**src/rtl/qar_dac.sv**
```systemverilog
// rtl/qar_dac.sv - bus-mapped 4-channel DAC controller with manual settle path and streamed FIFO drain
module qar_dac #(
    parameter int CHANNELS       = 4,
    parameter int WIDTH          = 12,
    parameter int FIFO_DEPTH     = 4,
    parameter int SETTLE_LATENCY = 4
) (
    input  logic             clk,
    input  logic             rst,
    input  logic             bus_write,
    input  logic             bus_read,
    input  logic [4:0]       addr_word,
    input  logic [31:0]      wdata,
    output logic [31:0]      rdata,
    output logic [WIDTH-1:0] dac0,
    output logic [WIDTH-1:0] dac1,
    output logic [WIDTH-1:0] dac2,
    output logic [WIDTH-1:0] dac3,
    output logic             update,
    output logic             irq
);
    localparam logic [4:0] A_CTRL   = 5'h0;
    localparam logic [4:0] A_STATUS = 5'h1;
    localparam logic [4:0] A_DATA   = 5'h2;
    localparam logic [4:0] A_IRQEN  = 5'h3;
    localparam logic [4:0] A_IRQST  = 5'h4;
    localparam logic [4:0] A_THRESH = 5'h5;
    localparam logic [4:0] A_DIV    = 5'h6;

    localparam int PW = (FIFO_DEPTH > 1) ? $clog2(FIFO_DEPTH) : 1;
    localparam int SW = $clog2(SETTLE_LATENCY) + 1;

    logic             enable;
    logic             stream;
    logic [1:0]       stream_ch;
    logic [2:0]       irq_en;
    logic [2:0]       irq_status;
    logic             underrun_flag;
    logic [3:0]       fifo_thresh;
    logic [15:0]      update_div;

    logic             busy;
    logic [SW-1:0]    settle_cnt;
    logic [WIDTH-1:0] pend_code;
    logic [1:0]       pend_ch;

    logic [WIDTH-1:0] fifo_mem [FIFO_DEPTH];
    logic [PW-1:0]    wr_ptr;
    logic [PW-1:0]    rd_ptr;
    logic [3:0]       fifo_level;
    logic [15:0]      div_cnt;
    logic [WIDTH-1:0] dac_q [CHANNELS];

    logic wr_ctrl, wr_data, wr_irqst;
    logic manual_mode, stream_mode, mode_flush;
    logic data_acc, data_drop, settle_done;
    logic fifo_empty, fifo_full;
    logic tick_raw, tick, pop, push_req, push, overflow;
    logic underrun_set, fifo_low_set;
    logic [15:0] eff_div;
    logic [2:0]  irq_set, irq_w1c;
    logic unused_wdata;

    assign unused_wdata = &{1'b0, wdata[31:22], wdata[19:16]};

    assign wr_ctrl  = bus_write && (addr_word == A_CTRL);
    assign wr_data  = bus_write && (addr_word == A_DATA);
    assign wr_irqst = bus_write && (addr_word == A_IRQST);

    assign manual_mode = enable && !stream;
    assign stream_mode = enable && stream;
    assign mode_flush  = wr_ctrl && (!wdata[0] || (wdata[1] != stream));

    assign data_acc    = wr_data && manual_mode && !busy;
    assign data_drop   = wr_data && manual_mode && busy;
    assign settle_done = busy && (settle_cnt == SW'(SETTLE_LATENCY - 1));

    assign fifo_empty = (fifo_level == 4'd0);
    assign fifo_full  = (fifo_level == 4'(FIFO_DEPTH));
    assign eff_div    = (update_div == 16'd0) ? 16'd1 : update_div;

    // A CTRL write in the same cycle as a tick swallows the tick.
    assign tick_raw = stream_mode && (div_cnt >= eff_div);
    assign tick     = tick_raw && !wr_ctrl;
    assign pop      = tick && !fifo_empty;
    assign push_req = wr_data && stream_mode;
    assign push     = push_req && (!fifo_full || pop);
    assign overflow = push_req && fifo_full && !pop;

    assign underrun_set = tick && fifo_empty;
    assign fifo_low_set = stream_mode && (fifo_level <= fifo_thresh);

    assign irq_set = {overflow || data_drop, underrun_set, fifo_low_set};
    assign irq_w1c = wr_irqst ? wdata[2:0] : 3'b000;

    assign dac0 = dac_q[0];
    assign dac1 = dac_q[1];
    assign dac2 = dac_q[2];
    assign dac3 = dac_q[3];
    assign irq  = |(irq_en & irq_status);

    always_ff @(posedge clk or posedge rst) begin
        if (rst) begin
            enable        <= 1'b0;
            stream        <= 1'b0;
            stream_ch     <= 2'd0;
            irq_en        <= 3'd0;
            irq_status    <= 3'd0;
            underrun_flag <= 1'b0;
            fifo_thresh   <= 4'd1;
            update_div    <= 16'd16;
        end else begin
            if (wr_ctrl) begin
                enable    <= wdata[0];
                stream    <= wdata[1];
                stream_ch <= wdata[5:4];
            end
            if (bus_write && addr_word == A_IRQEN)  irq_en      <= wdata[2:0];
            if (bus_write && addr_word == A_THRESH) fifo_thresh <= wdata[3:0];
            if (bus_write && addr_word == A_DIV)    update_div  <= wdata[15:0];
            // Hardware set beats a simultaneous W1C.
            irq_status <= (irq_status & ~irq_w1c) | irq_set;
            if (underrun_set)
                underrun_flag <= 1'b1;
            else if (wr_irqst && wdata[1])
                underrun_flag <= 1'b0;
        end
    end

    always_ff @(posedge clk or posedge rst) begin
        if (rst) begin
            busy       <= 1'b0;
            settle_cnt <= '0;
            pend_code  <= '0;
            pend_ch    <= 2'd0;
            update     <= 1'b0;
            for (int i = 0; i < CHANNELS; i++) dac_q[i] <= '0;
        end else begin
            update <= 1'b0;
            if (mode_flush) begin
                busy       <= 1'b0;
                settle_cnt <= '0;
            end else if (data_acc) begin
                busy       <= 1'b1;
                settle_cnt <= '0;
                pend_code  <= wdata[WIDTH-1:0];
                pend_ch    <= wdata[21:20];
            end else if (settle_done) begin
                busy           <= 1'b0;
                dac_q[pend_ch] <= pend_code;
                update         <= 1'b1;
            end else if (busy) begin
                settle_cnt <= settle_cnt + 1'b1;
            end
            if (pop) begin
                dac_q[stream_ch] <= fifo_mem[rd_ptr];
                update           <= 1'b1;
            end
        end
    end

    always_ff @(posedge clk or posedge rst) begin
        if (rst) begin
            wr_ptr     <= '0;
            rd_ptr     <= '0;
            fifo_level <= 4'd0;
            div_cnt    <= 16'd0;
        end else begin
            if (mode_flush) begin
                wr_ptr     <= '0;
                rd_ptr     <= '0;
                fifo_level <= 4'd0;
            end else begin
                if (push) wr_ptr <= (wr_ptr == PW'(FIFO_DEPTH - 1)) ? '0 : wr_ptr + 1'b1;
                if (pop)  rd_ptr <= (rd_ptr == PW'(FIFO_DEPTH - 1)) ? '0 : rd_ptr + 1'b1;
                fifo_level <= fifo_level + {3'b000, push} - {3'b000, pop};
            end
            if (mode_flush || !stream_mode || tick_raw)
                div_cnt <= 16'd0;
            else
                div_cnt <= div_cnt + 16'd1;
        end
    end

    always_ff @(posedge clk) begin
        if (push && !mode_flush) fifo_mem[wr_ptr] <= wdata[WIDTH-1:0];
    end

    always_comb begin
        rdata = 32'd0;
        if (bus_read) begin
            case (addr_word)
                A_CTRL:   rdata = {26'd0, stream_ch, 2'b00, stream, enable};
                A_STATUS: rdata = {24'd0, fifo_level, underrun_flag, fifo_full, fifo_empty, busy};
                A_IRQEN:  rdata = {29'd0, irq_en};
                A_IRQST:  rdata = {29'd0, irq_status};
                A_THRESH: rdata = {28'd0, fifo_thresh};
                A_DIV:    rdata = {16'd0, update_div};
                default:  rdata = 32'd0;
            endcase
        end
    end
endmodule

```
**config.mk**
```make
export PLATFORM = sky130hd
export DESIGN_NAME = qar_dac
export DESIGN_NICKNAME = d
export VERILOG_FILES = /design/src/rtl/qar_dac.sv
export SDC_FILE = /design/constraint.sdc
export NUM_CORES = 1
export LEC_CHECK = 0
export CORE_MARGIN = 5
export CORE_UTILIZATION = 55
export CTS_CLUSTER_DIAMETER = 80
export CTS_CLUSTER_SIZE = 30
export DETAILED_ROUTE_END_ITERATION = 8
export PLACE_DENSITY = 0.81
export SETUP_SLACK_MARGIN = 0.4
export SYNTH_ARGS = -nofsm -noshare
export SYNTH_HDL_FRONTEND = slang
export SYNTH_SLANG_ARGS = --single-unit
```
**constraint.sdc**
```tcl
create_clock -name clk -period 4.9 [get_ports clk]
set_input_delay 0.98 -clock clk [delete_from_list [all_inputs] [get_ports clk]]
set_output_delay 0.98 -clock clk [all_outputs]
set_load 0.1 [all_outputs]
```
==> out/metrics.yaml, run 1 <==
grt-ovfl-total: 0
start_util: 0.5566
relSlewSlack: 0.3412
post_cts.repair.setup_buffers: 0
hpwlAfterDp_mm: 13.58
rows: 45
cp_slowest_cell: "clkdlybuf4s50_1"
yosys_warnings: 0
clk_pin_slew_worst_paths_ps: 60
rsz0062_at_grt: "no"
critPathLaunchType: "input pin"
synth_cell_type_count: 54
clock-sinks: 170
synth-xor-area-share: 0.01982
synth_top_family_by_area: "multiplexers"
syn_area_um2: 8398
power.density_nw_per_um2: 414.2
fillers: 1087
clk_latency_ps: 430
grt_pass1_vias: 6144
grt_pass1_wl_mm: 31.73
vias: 5674
synth_compound_area_frac: 0.05393
drc: 0
hold_viol: 0
setup_viol_count_final: 0
num_antenna_cells: 0
worstMarginPinSlew_ps: 985.1
die_area_um2: 17840
synth_edf_count: 48
cts_buffers: 17
pin_count: 123
wl_per_cell_um: 19.38
ys.flop_type: "dfrtp_1"
outcome: "finished, final reports clean"
hold_class: "reg2reg"
fin_nets: 854
drv_slew: 0
final_layout_size_suffix_gt1_frac: 0.1503
die_h_um: 133.6
synthMuxAreaShare: 0.2005
die_w_um: 133.6
yosysSeqAreaShare: 0.5355
crit_family: "simple AND/OR/NAND/NOR gates"
synth_async_sr_flop_share: 0.7176
viasPerCell: 5.790
fin_crit_sh: 0.8402
worst-path-buf-inv: 2
root_buffer: "clkbuf_16"
arrival_ps: 3140
skew_ps: 10.28
drtIter0Drc: 371
cts.path.max_buffers: 2
wirelength_mm: 18.99
synthCells: 688
core_um2: 15090
io_buffers: 92
first_pass_iters: 5
antenna_found_initial: 0
p_leak_nw: 4.419
ys_seq_elements: 170
worstPathMaxFanout: 15
cts_hold_buf: 0
grt_max_degree: 62
crit_cells: 6
path_cells: "clkdlybuf4s50_1 > nor2b_1 > and3_2 > a222oi_1 > a21boi_1 > buf_12"
cts_tree: "yes"
endpoint_kind: "output pin"
maxCapViolations: 0
power.total_mw: 4.182
fmaxAchievable_mhz: 242.9
grt.total_usage: 0.2243
htreeDepth: 4
synthToLayoutAreaGrowth_pct: 20.23
path_class: "in2out"
irDropWorstVdd_v: 0.0003627
slowest_delay_ps: 620
yosys.area_share.simple: 0.09267
synth_fa_ha_area_frac: 0.05155
post_cts_resized: 0
worst_r2r_path_depth: 13
min_path_cells: 2
worstPathRequired_ps: 3920
fin_setup_tns_ps: 0
avgSynthCellArea_um2: 12.21
fin_crit_ps: 4117
place_congestion: 0.8644
antenna_left: 0
## through the flow
step                hold slack, ps  utilization  area (µm²)  setup WS [ps]  cells
floorplan                    449.7            -        8454          423.7    703
global placement             493.5       0.6308        9519          669.8    948
detailed placement           491.3       0.6308        9519          633.6    948
CTS                          519.5       0.6691       10100          616.4    980
global route                 539.6       0.6692       10100          643.8    980
finish                       510.0       0.6692       10100          783.0    980
## registers in the layout, summed over array words and instances (netlist names), 4 cells and up
register	count
fifo_mem	48
div_cnt	16
update_div	16
dac0	12
dac1	12
dac2	12
dac3	12
pend_code	12
fifo_level	4
fifo_thresh	4
## placed cells by master, fill, tap and decap left out, drive strengths merged, types with 14 or more instances in the layout
cell type and count:
conb 16, buf 28, clkbuf 20, edfxtp 48
nor2 38, nand3 17, mux2 50, dfrtp 120
o21ai 25, clkdlybuf4s50 76, inv 39, and3 14
nand2 39, mux2i 112, ha 33
## cell usage after synthesis, types with 4 or more instances
master | number | area, µm²
and3_1 | 14 | 87.58
nor2_1 | 38 | 142.6
xor2_1 | 11 | 96.34
edfxtp_1 | 48 | 1441
mux2i_1 | 112 | 1121
mux2_2 | 50 | 563.0
clkbuf_1 | 18 | 67.56
dfrtp_1 | 120 | 3003
ha_1 | 33 | 412.9
a21oi_1 | 9 | 45.04
buf_2 | 9 | 45.04
nor3_1 | 6 | 30.03
nor2b_1 | 7 | 43.79
and2_1 | 9 | 56.30
nand3_1 | 17 | 85.08
buf_4 | 17 | 127.6
o21ai_0 | 25 | 125.1
nand2b_1 | 4 | 25.02
a22oi_1 | 5 | 37.54
xnor2_1 | 8 | 70.07
nand2_1 | 39 | 146.4
inv_1 | 33 | 123.9
## layout make-up
| class | count | area, µm² | share of cell area |
|---|---|---|---|
| Clock inverter | 12 | 110.1 | 0.01090 |
| Inverter | 33 | 126.4 | 0.01252 |
| Sequential cell | 170 | 4497 | 0.4454 |
| Clock buffer | 20 | 466.7 | 0.04622 |
| Tap cell | 188 | 235.2 | 0.02330 |
| Timing Repair Buffer | 104 | 1071 | 0.1061 |
| Multi-Input combinational cell | 453 | 3591 | 0.3556 |
## per-layer routing
metal,track usage,part of all wire,vias up
met5,0,0,-
met4,0.07829,0.017,0
met3,0.04645,0.046,31
met2,0.3835,0.50,172
met1,0.2847,0.44,2863
li1,-,-,2608
## path summary, 6_finish.rpt
path                                startpoint             end  slack, ps
worst max register to register   update_div[8]   fifo_level[2]       1190
min in group asynchronous                  rst   update_div[8]       1060
worst min-delay path            fifo_thresh[0]  fifo_thresh[0]        510
worst max-delay path              addr_word[0]        rdata[0]        780
max in group asynchronous                  rst         dac1[3]       2890
worst min register to register  fifo_thresh[0]  fifo_thresh[0]        510
## where the power goes
part / total, mW / switching (mW) / internal (mW)
registers: 1.77 / 0.158 / 1.61
clock network: 1.30 / 0.558 / 0.744
logic: 1.11 / 0.777 / 0.336
## tightest hold or removal path: stages, from the launching register on
cell	delay, ps
dfstp_2	380
nand2_1	50
o21ai_0	70
## cell families after synthesis
group / count (synthesis)
flip-flops: 170
multiplexers: 162
AND/OR/NAND/NOR: 155
buffers and inverters: 80
AO/OA/AOI/OAI: 67
adder cells (fa/ha/maj): 34
XOR/XNOR: 19
other: 1
No activity file was read; power rests on OpenSTA's default activity.
==> inputs of run 2 (changes only) <==
Clock period 4.9 ns to 4.1 ns, I/O delays scaled along.
==> run 2 against run 1 <==
  * Non-clock buffer count grew 9
  * Flip-flop and latch count is the same
  * Sequential share of layout area shrank 1.1 points
  * Worst setup slack lost 270 ps
  * Power grew 22%
  * Utilization grew 1.7 points
  * Die area is the same
  * Highest routed layer unchanged
==> out/metrics.yaml, run 2 (same netlist as run 1, synthesis figures left out) <==
grt-ovfl-total: 0
num_antenna_cells: 0
largest_register_ffs: 48
grt_pass1_wl_mm: 31.22
worst_r2r_path_depth: 10
drv_slew: 0
cts_tree: "yes"
outcome: "finished, final reports clean"
top_register: "fifo_mem"
relSlewSlack: 0.1747
cp_slowest_cell: "clkdlybuf4s50_1"
pin_count: 123
hpwlAfterDp_mm: 13.66
clk_pin_slew_worst_paths_ps: 60
path_class: "in2out"
irDropWorstVdd_v: 0.0003309
hold_class: "reg2reg"
fillers: 1030
fin_crit_ps: 3591
drtIter0Drc: 442
power.density_nw_per_um2: 493.6
maxCapViolations: 0
clock-sinks: 170
wl_per_cell_um: 19.44
holdWs_ps: 505.3
worstPathMaxFanout: 12
die_w_um: 133.6
vias: 5738
final_cell_mix: "dfrtp_1, mux2i_1, clkdlybuf4s50_1"
clkPwrFrac: 0.324
worstPathRequired_ps: 3280
fin_setup_tns_ps: 0
min_path_cells: 2
viasPerCell: 5.802
clk_latency_ps: 430
drc: 0
final_layout_size_suffix_gt1_frac: 0.1685
fin_crit_sh: 0.8759
post-route-util: 0.6862
worstMarginPinSlew_ps: 1238
power_frac_comb: 0.264
path_cells: "clkdlybuf4s50_1 > nor2b_4 > and3_1 > buf_4 > nand2_1 > a21oi_2 > buf_12"
io_buffers: 92
core_um2: 15090
slowest_delay_ps: 660
critPathLaunchType: "input pin"
power.total_mw: 5.110
skew_ps: 6.363
post_cts.repair.setup_buffers: 0
htreeDepth: 4
fin_nets: 863
cts_buffers: 17
synthToLayoutAreaGrowth_pct: 23.29
place_congestion: 0.8902
hold_viol: 0
rows: 45
seqPwrFrac: 0.412
cts.path.max_buffers: 2
root_buffer: "clkbuf_16"
p_int_mw: 3.314
power.share.switching: 0.3515
grt.total_usage: 0.2213
die_h_um: 133.6
pre_cts_slack_ps: 369.4
p_leak_nw: 4.505
p_sw_mw: 1.796
grt_pass1_vias: 5947
postLayoutSetupSlackWorst_ps: 508.9
start_util: 0.5566
grt_max_degree: 68
largestRegisters: "fifo_mem: 48 flops, div_cnt: 16 flops, update_div: 16 flops"
setup_viol_count_final: 0
antenna_found_initial: 0
die_area_um2: 17840
endpoint_kind: "output pin"
fmaxAchievable_mhz: 278.5
first_pass_iters: 5
arrival_ps: 2770
layout_commonest_cell: "dfrtp_1"
rsz0062_at_grt: "no"
wirelength_mm: 19.23
antenna_left: 0
-- run 2: cell types whose count changed in the layout (fill, tap and decap cells not counted), sizes merged --
cell / before / now
bufinv: 1 / 3
clkinv: 3 / 4
buf: 28 / 37
inv: 39 / 35
clkinvlp: 2 / 4
clkbuf: 20 / 19
-- run 2: final cells by class --
type                       instances  area, µm²  area share
multi-input combinational        453       3620      0.3496
clock inverter                    13      167.7     0.01619
timing repair buffer             113       1264      0.1221
inverter                          33      127.6     0.01233
tap                              188      235.2     0.02272
sequential                       170       4497      0.4343
clock buffer                      19      442.9     0.04278
-- run 2: per-layer routing --
metal,wire [µm],share of wire,GRT usage
met4,372,0.019,0.07486
met2,9546,0.50,0.3668
met1,8170,0.42,0.2902
met3,1135,0.059,0.04909
met5,0,0,0
-- run 2: repair_timing --
| item | CTS | global route |
|---|---|---|
| setup endpoints to repair | 1 | 19 |
| hold buffers | 0 | 0 |
| resized for setup | 1 | 4 |
| hold endpoints to repair | 0 | 0 |
-- run 2: final timing paths --
kind                           startpoint        endpoint  slack [ps]
setup reg to reg            update_div[8]         dac0[2]         580
setup / recovery             addr_word[1]        rdata[5]         510
hold / removal             fifo_thresh[0]  fifo_thresh[0]         510
min in group asynchronous             rst        dac0[10]         660
max in group asynchronous             rst    pend_code[2]        2590
hold reg to reg            fifo_thresh[0]  fifo_thresh[0]         510
-- run 2: through the flow --
step                std cells  area [µm²]
global placement          957        9731
floorplan                 703        8476
global route              989       10350
CTS                       989       10340
finish                    989       10350
detailed placement        957        9731
-- run 2: worst max-delay path: cells and delay by family --
family | cells | cell delay [ps]
AOI/OAI and AO/OA | 1 | 220
and+or+nand+nor | 3 | 630
buffers and inverters | 3 | 1080
-- run 2: power by group through the flow --
stage | Clock (mW) | Sequential [mW] | Combinational (mW)
floorplan | 0 | 2.54 | 0.571
global placement | 0 | 2.12 | 1.29
detailed placement | 0 | 2.13 | 1.34
CTS | 1.67 | 2.10 | 1.35
global route | 1.74 | 2.13 | 1.44
finish | 1.66 | 2.11 | 1.35
==> RTL change 1: new RTL, config.mk and constraints of run 1 <==
Add an input register stage for `bus_write`; this delays it by one clock. The other inputs are not delayed to match.
--- a/src/rtl/qar_dac.sv
+++ b/src/rtl/qar_dac.sv
@@ -30,6 +30,12 @@
     localparam int PW = (FIFO_DEPTH > 1) ? $clog2(FIFO_DEPTH) : 1;
     localparam int SW = $clog2(SETTLE_LATENCY) + 1;
 
+    logic bus_write_q;
+
+    always_ff @(posedge clk) begin
+        bus_write_q <= bus_write;
+    end
+
     logic             enable;
     logic             stream;
     logic [1:0]       stream_ch;
@@ -63,9 +69,9 @@
 
     assign unused_wdata = &{1'b0, wdata[31:22], wdata[19:16]};
 
-    assign wr_ctrl  = bus_write && (addr_word == A_CTRL);
-    assign wr_data  = bus_write && (addr_word == A_DATA);
-    assign wr_irqst = bus_write && (addr_word == A_IRQST);
+    assign wr_ctrl  = bus_write_q && (addr_word == A_CTRL);
+    assign wr_data  = bus_write_q && (addr_word == A_DATA);
+    assign wr_irqst = bus_write_q && (addr_word == A_IRQST);
 
     assign manual_mode = enable && !stream;
     assign stream_mode = enable && stream;
@@ -115,9 +121,9 @@
                 stream    <= wdata[1];
                 stream_ch <= wdata[5:4];
             end
-            if (bus_write && addr_word == A_IRQEN)  irq_en      <= wdata[2:0];
-            if (bus_write && addr_word == A_THRESH) fifo_thresh <= wdata[3:0];
-            if (bus_write && addr_word == A_DIV)    update_div  <= wdata[15:0];
+            if (bus_write_q && addr_word == A_IRQEN)  irq_en      <= wdata[2:0];
+            if (bus_write_q && addr_word == A_THRESH) fifo_thresh <= wdata[3:0];
+            if (bus_write_q && addr_word == A_DIV)    update_div  <= wdata[15:0];
             // Hardware set beats a simultaneous W1C.
             irq_status <= (irq_status & ~irq_w1c) | irq_set;
             if (underrun_set)
Function: changed (a bounded check fails within 4 cycles, from zero or initial values and one cycle with rst high).
==> RTL change 1 against run 1 <==
Global-route usage shrank 0.10 points. Register-to-register slack improved by 30 ps. Clock skew increased by 2.4 ps. Non-clock buffer count decreased by 3. Clock power grew 12%. Worst hold slack got worse by 6.9 ps. Total power fell by 7.9%. Worst setup slack got worse by 140 ps. Sequential cell count up 1. Wire length increased by 3.2%. Cell area is 3.3% higher. Critical path depth did not move. Synthesized area grew 2.0%. Critical path type unchanged. Critical endpoint is now rdata[2].
==> RTL change 1: results (changes against run 1) <==
status=finished, final reports clean; crit path max fanout=8 (-7); routed len/inst=19.5 µm (+0.61%); DRT Wirelength=19600 µm (+3.2%); ClkCell Share=6.11% (+0.39 points); first-pass GRT wire length=32000 µm (+0.93%); maximum vdd drop=0.000309 V (-15%); leakage power=4.45 nW (+0.76%); met3 Track Usage GR=4.66% (+0.012 points); largest cells by area after synthesis=dfrtp_1 35%, edfxtp_1 17%, mux2i_1 13%; buffering overhead=11.1% (+0.53 points); routed vias=5692 (+0.32%); FF-to-FF End=fifo_level[1]; Hold Path Origin=underrun_flag; largest net degree at the start of global routing=68 (+9.7%); FFs & Latches=171 (+0.59%); Post-DP HPWL=13900 µm (+2.3%); sequential cell area=0.00452 mm² (+0.45%); met1 Track Usage GR=28.8% (+0.35 points); clock buf count=18 (-10%); met2 Use GR=37.7% (-0.66 points); pre-CTS setup slack=564 ps (-69.6 ps); GP Congestion=0.914 (+5.8%); number of non-clock buffers=101 (-2.9%); max incr delay on CP=580 ps (-40 ps); worst hold endpoint=underrun_flag; sequential fraction of the synthesis area=52.7% (-0.83 points); number of global-route vias before repair=6156 (+0.20%); WL met1=8330 µm (+0.23%); min cycle time layout=4260 ps (+140 ps); met2 routed WL=9930 µm (+4.7%); Initial DRC Count=395 (+6.5%); design area=0.0104 mm² (+3.3%); Placed Cells incl. Taps=973 (+2.6%); ys async rst share=71.3% (-0.42 points); share of layout cells above drive strength 1=17.5% (+2.5 points); #MultiIn Comb=455 (+0.44%); Net count, final=856 (+0.23%)
RTL change 1: cell types whose count changed after synthesis, moves of 3 or more:
cell | run 1 | this run
nand3_1 | 17 | 13
nor3b_2 | 0 | 3
o21ai_0 | 25 | 17
buf_4 | 17 | 23
nand2_1 | 39 | 51
and2_1 | 9 | 5
clkbuf_1 | 18 | 5
buf_2 | 9 | 4
nor3b_1 | 3 | 0
or3_1 | 2 | 5
nor2_2 | 0 | 3
buf_6 | 1 | 5
a22o_1 | 3 | 0
RTL change 1: kinds of logic (layout without fill, tap and decap cells):
family,Yosys count,count (layout),synth area share (%)
mux,161,161,19.6
other cells,1,16,0.0438
flops,171,171,52.7
buf+inv,74,168,4.86
fa+ha+maj,34,34,5.05
simple gates,168,168,10.8
compound gates,57,57,5.04
xor+xnor,19,19,1.94
RTL change 1: where the power goes:
group	switching [mW]	leakage [nW]	total [mW]	internal, mW
registers	0.129	2.08	1.70	1.57
clock network	0.588	0.310	1.46	0.868
logic	0.443	2.06	0.695	0.252
==> RTL change 2: new RTL, flow settings as in run 1 <==
Made on the original files. Change the localparam `A_DIV` from 5'h6 to 5'h3.
--- a/src/rtl/qar_dac.sv
+++ b/src/rtl/qar_dac.sv
@@ -25,7 +25,7 @@
     localparam logic [4:0] A_IRQEN  = 5'h3;
     localparam logic [4:0] A_IRQST  = 5'h4;
     localparam logic [4:0] A_THRESH = 5'h5;
-    localparam logic [4:0] A_DIV    = 5'h6;
+    localparam logic [4:0] A_DIV    = 5'h3;
 
     localparam int PW = (FIFO_DEPTH > 1) ? $clog2(FIFO_DEPTH) : 1;
     localparam int SW = $clog2(SETTLE_LATENCY) + 1;
Behaviour: not the same (Yosys sat finds a counterexample within 4 cycles, from zero or initial values and one cycle with rst high).
==> RTL change 2 against run 1 <==
Maximum frequency grew 2.2%. Wire length up 1.9%. First-iteration DRC count shrank 8.1%. Via count is 1.9% lower. Clock skew shrank 1.6 ps. Sequential cell count fell by 3. Synthesized area shrank 2.2%. Final cell count grew 0.10%. Critical endpoint is now rdata[6]. Worst setup slack better by 88 ps. Global-route usage barely moved. Cell area shrank 3.3%.
Power is not compared: it rests on default switching activity, and its combinational part moved more than twofold at a synthesized area within 25%.
==> RTL change 2: results (changes against run 1) <==
clock skew=8.68 ps (-1.60 ps); met3 Track Usage GR=3.97% (-0.68 points); met2 routed WL=10000 µm (+5.5%); share of layout cells above drive strength 1=11.8% (-3.2 points); drt first pass iters=4 (-1); sequential fraction of the synthesis area=53.8% (+0.29 points); design area=0.00976 mm² (-3.3%); IO Port Bufs=84 (-8.7%); Initial DRC Count=341 (-8.1%); largest cells by area after synthesis=dfrtp_1 36%, edfxtp_1 18%, mux2i_1 14%; H-tree levels=4 (unchanged); ys async rst share=71.3% (-0.51 points); DRT Wirelength=19300 µm (+1.9%); Post-DP HPWL=13700 µm (+0.64%); met2 Use GR=38.8% (+0.48 points); WL met1=8110 µm (-2.5%); Tightest Pin Transition=1280 ps (+291 ps); GP Congestion=0.897 (+3.8%); fill cell count=1032 (-5.1%); largest registers=fifo_mem x48, div_cnt x16, update_div x14; clk root buf=clkbuf_16; number of hold buffers added after cts=0 (unchanged); first-pass GRT wire length=31200 µm (-1.7%); maximum vdd drop=0.000294 V; Net count, final=859 (+0.59%); YS warnings=0 (unchanged); number of global-route vias before repair=5935 (-3.4%); Post-Place Cell Area=0.00918 mm² (-3.5%); status=finished, final reports clean; crit path max fanout=7 (-8); CTS buffer count=17 (unchanged); critical path arrival=3050 ps (-90 ps); met3 WL=713 µm (-19%); Crit-path slowest cell=nor4_1; commonest cells in the netlist=117 x dfrtp_1, 114 x mux2i_1, 49 x nor2_1; Max Root-Sink Buffers=2 (unchanged); met1 Track Usage GR=27.8% (-0.70 points); Unique masters post-synth=54 (unchanged); all-layer global routing usage=22.4% (about the same); initial antenna violation count=0 (unchanged); routed vias=5564 (-1.9%); largest net degree at the start of global routing=62 (unchanged); max incr delay on CP=710 ps (+90 ps)
## RTL change 2: cell count changes in the layout (fill, tap and decap cells not counted), moves of 6 or more
cell     before  now
nor2_1       38   49
conb_1       16   24
buf_12        8    1
o21ai_0      25   43
nand2_1      39   48
and2_1        9    1
inv_1        32   38
mux2_2       50   33
## RTL change 2: final timing paths
check / startpoint / to / slack, ps / depth (start not counted)
worst max-delay path: addr_word[2] / rdata[6] / 870 / 5
worst min register to register: irq_status[0] / irq_status[0] / 530 / 2
min in group asynchronous: rst / dac2[0] / 1040 / 2
max in group asynchronous: rst / update_div[4] / 3030 / 3
worst max register to register: update_div[9] / fifo_level[2] / 1300 / 14
worst min-delay path: irq_status[0] / irq_status[0] / 530 / 2
## RTL change 2: logic make-up after synthesis
logic type	synth area share [%]
flops	53.8
fa+ha+maj	5.27
other cells	0.0457
mux	18.4
buf+inv	5.67
xor+xnor	1.92
compound gates	5.10
simple gates	9.75
## RTL change 2: metrics by stage
step / power (mW) / cells / worst slack (ps)
floorplan: 2.03 / 718 / 34.7
global placement: 2.15 / 949 / 912
detailed placement: 2.19 / 949 / 897
CTS: 3.50 / 981 / 885
global route: 3.62 / 981 / 725
finish: 3.48 / 981 / 871
## RTL change 2: layout make-up
class                           instances  area share, %
Sequential cell                       167           45.3
Multi-Input combinational cell        459           35.1
Timing Repair Buffer                  100           9.77
Clock buffer                           23           4.91
Tap cell                              184           2.36
Inverter                               39           1.53
Clock inverter                          9           1.01
## RTL change 2: where the power goes
| group | leakage (nW) | internal [mW] | switching [mW] |
|---|---|---|---|
| registers | 2.00 | 1.53 | 0.0901 |
| logic | 1.82 | 0.185 | 0.361 |
| clock network | 0.286 | 0.790 | 0.525 |
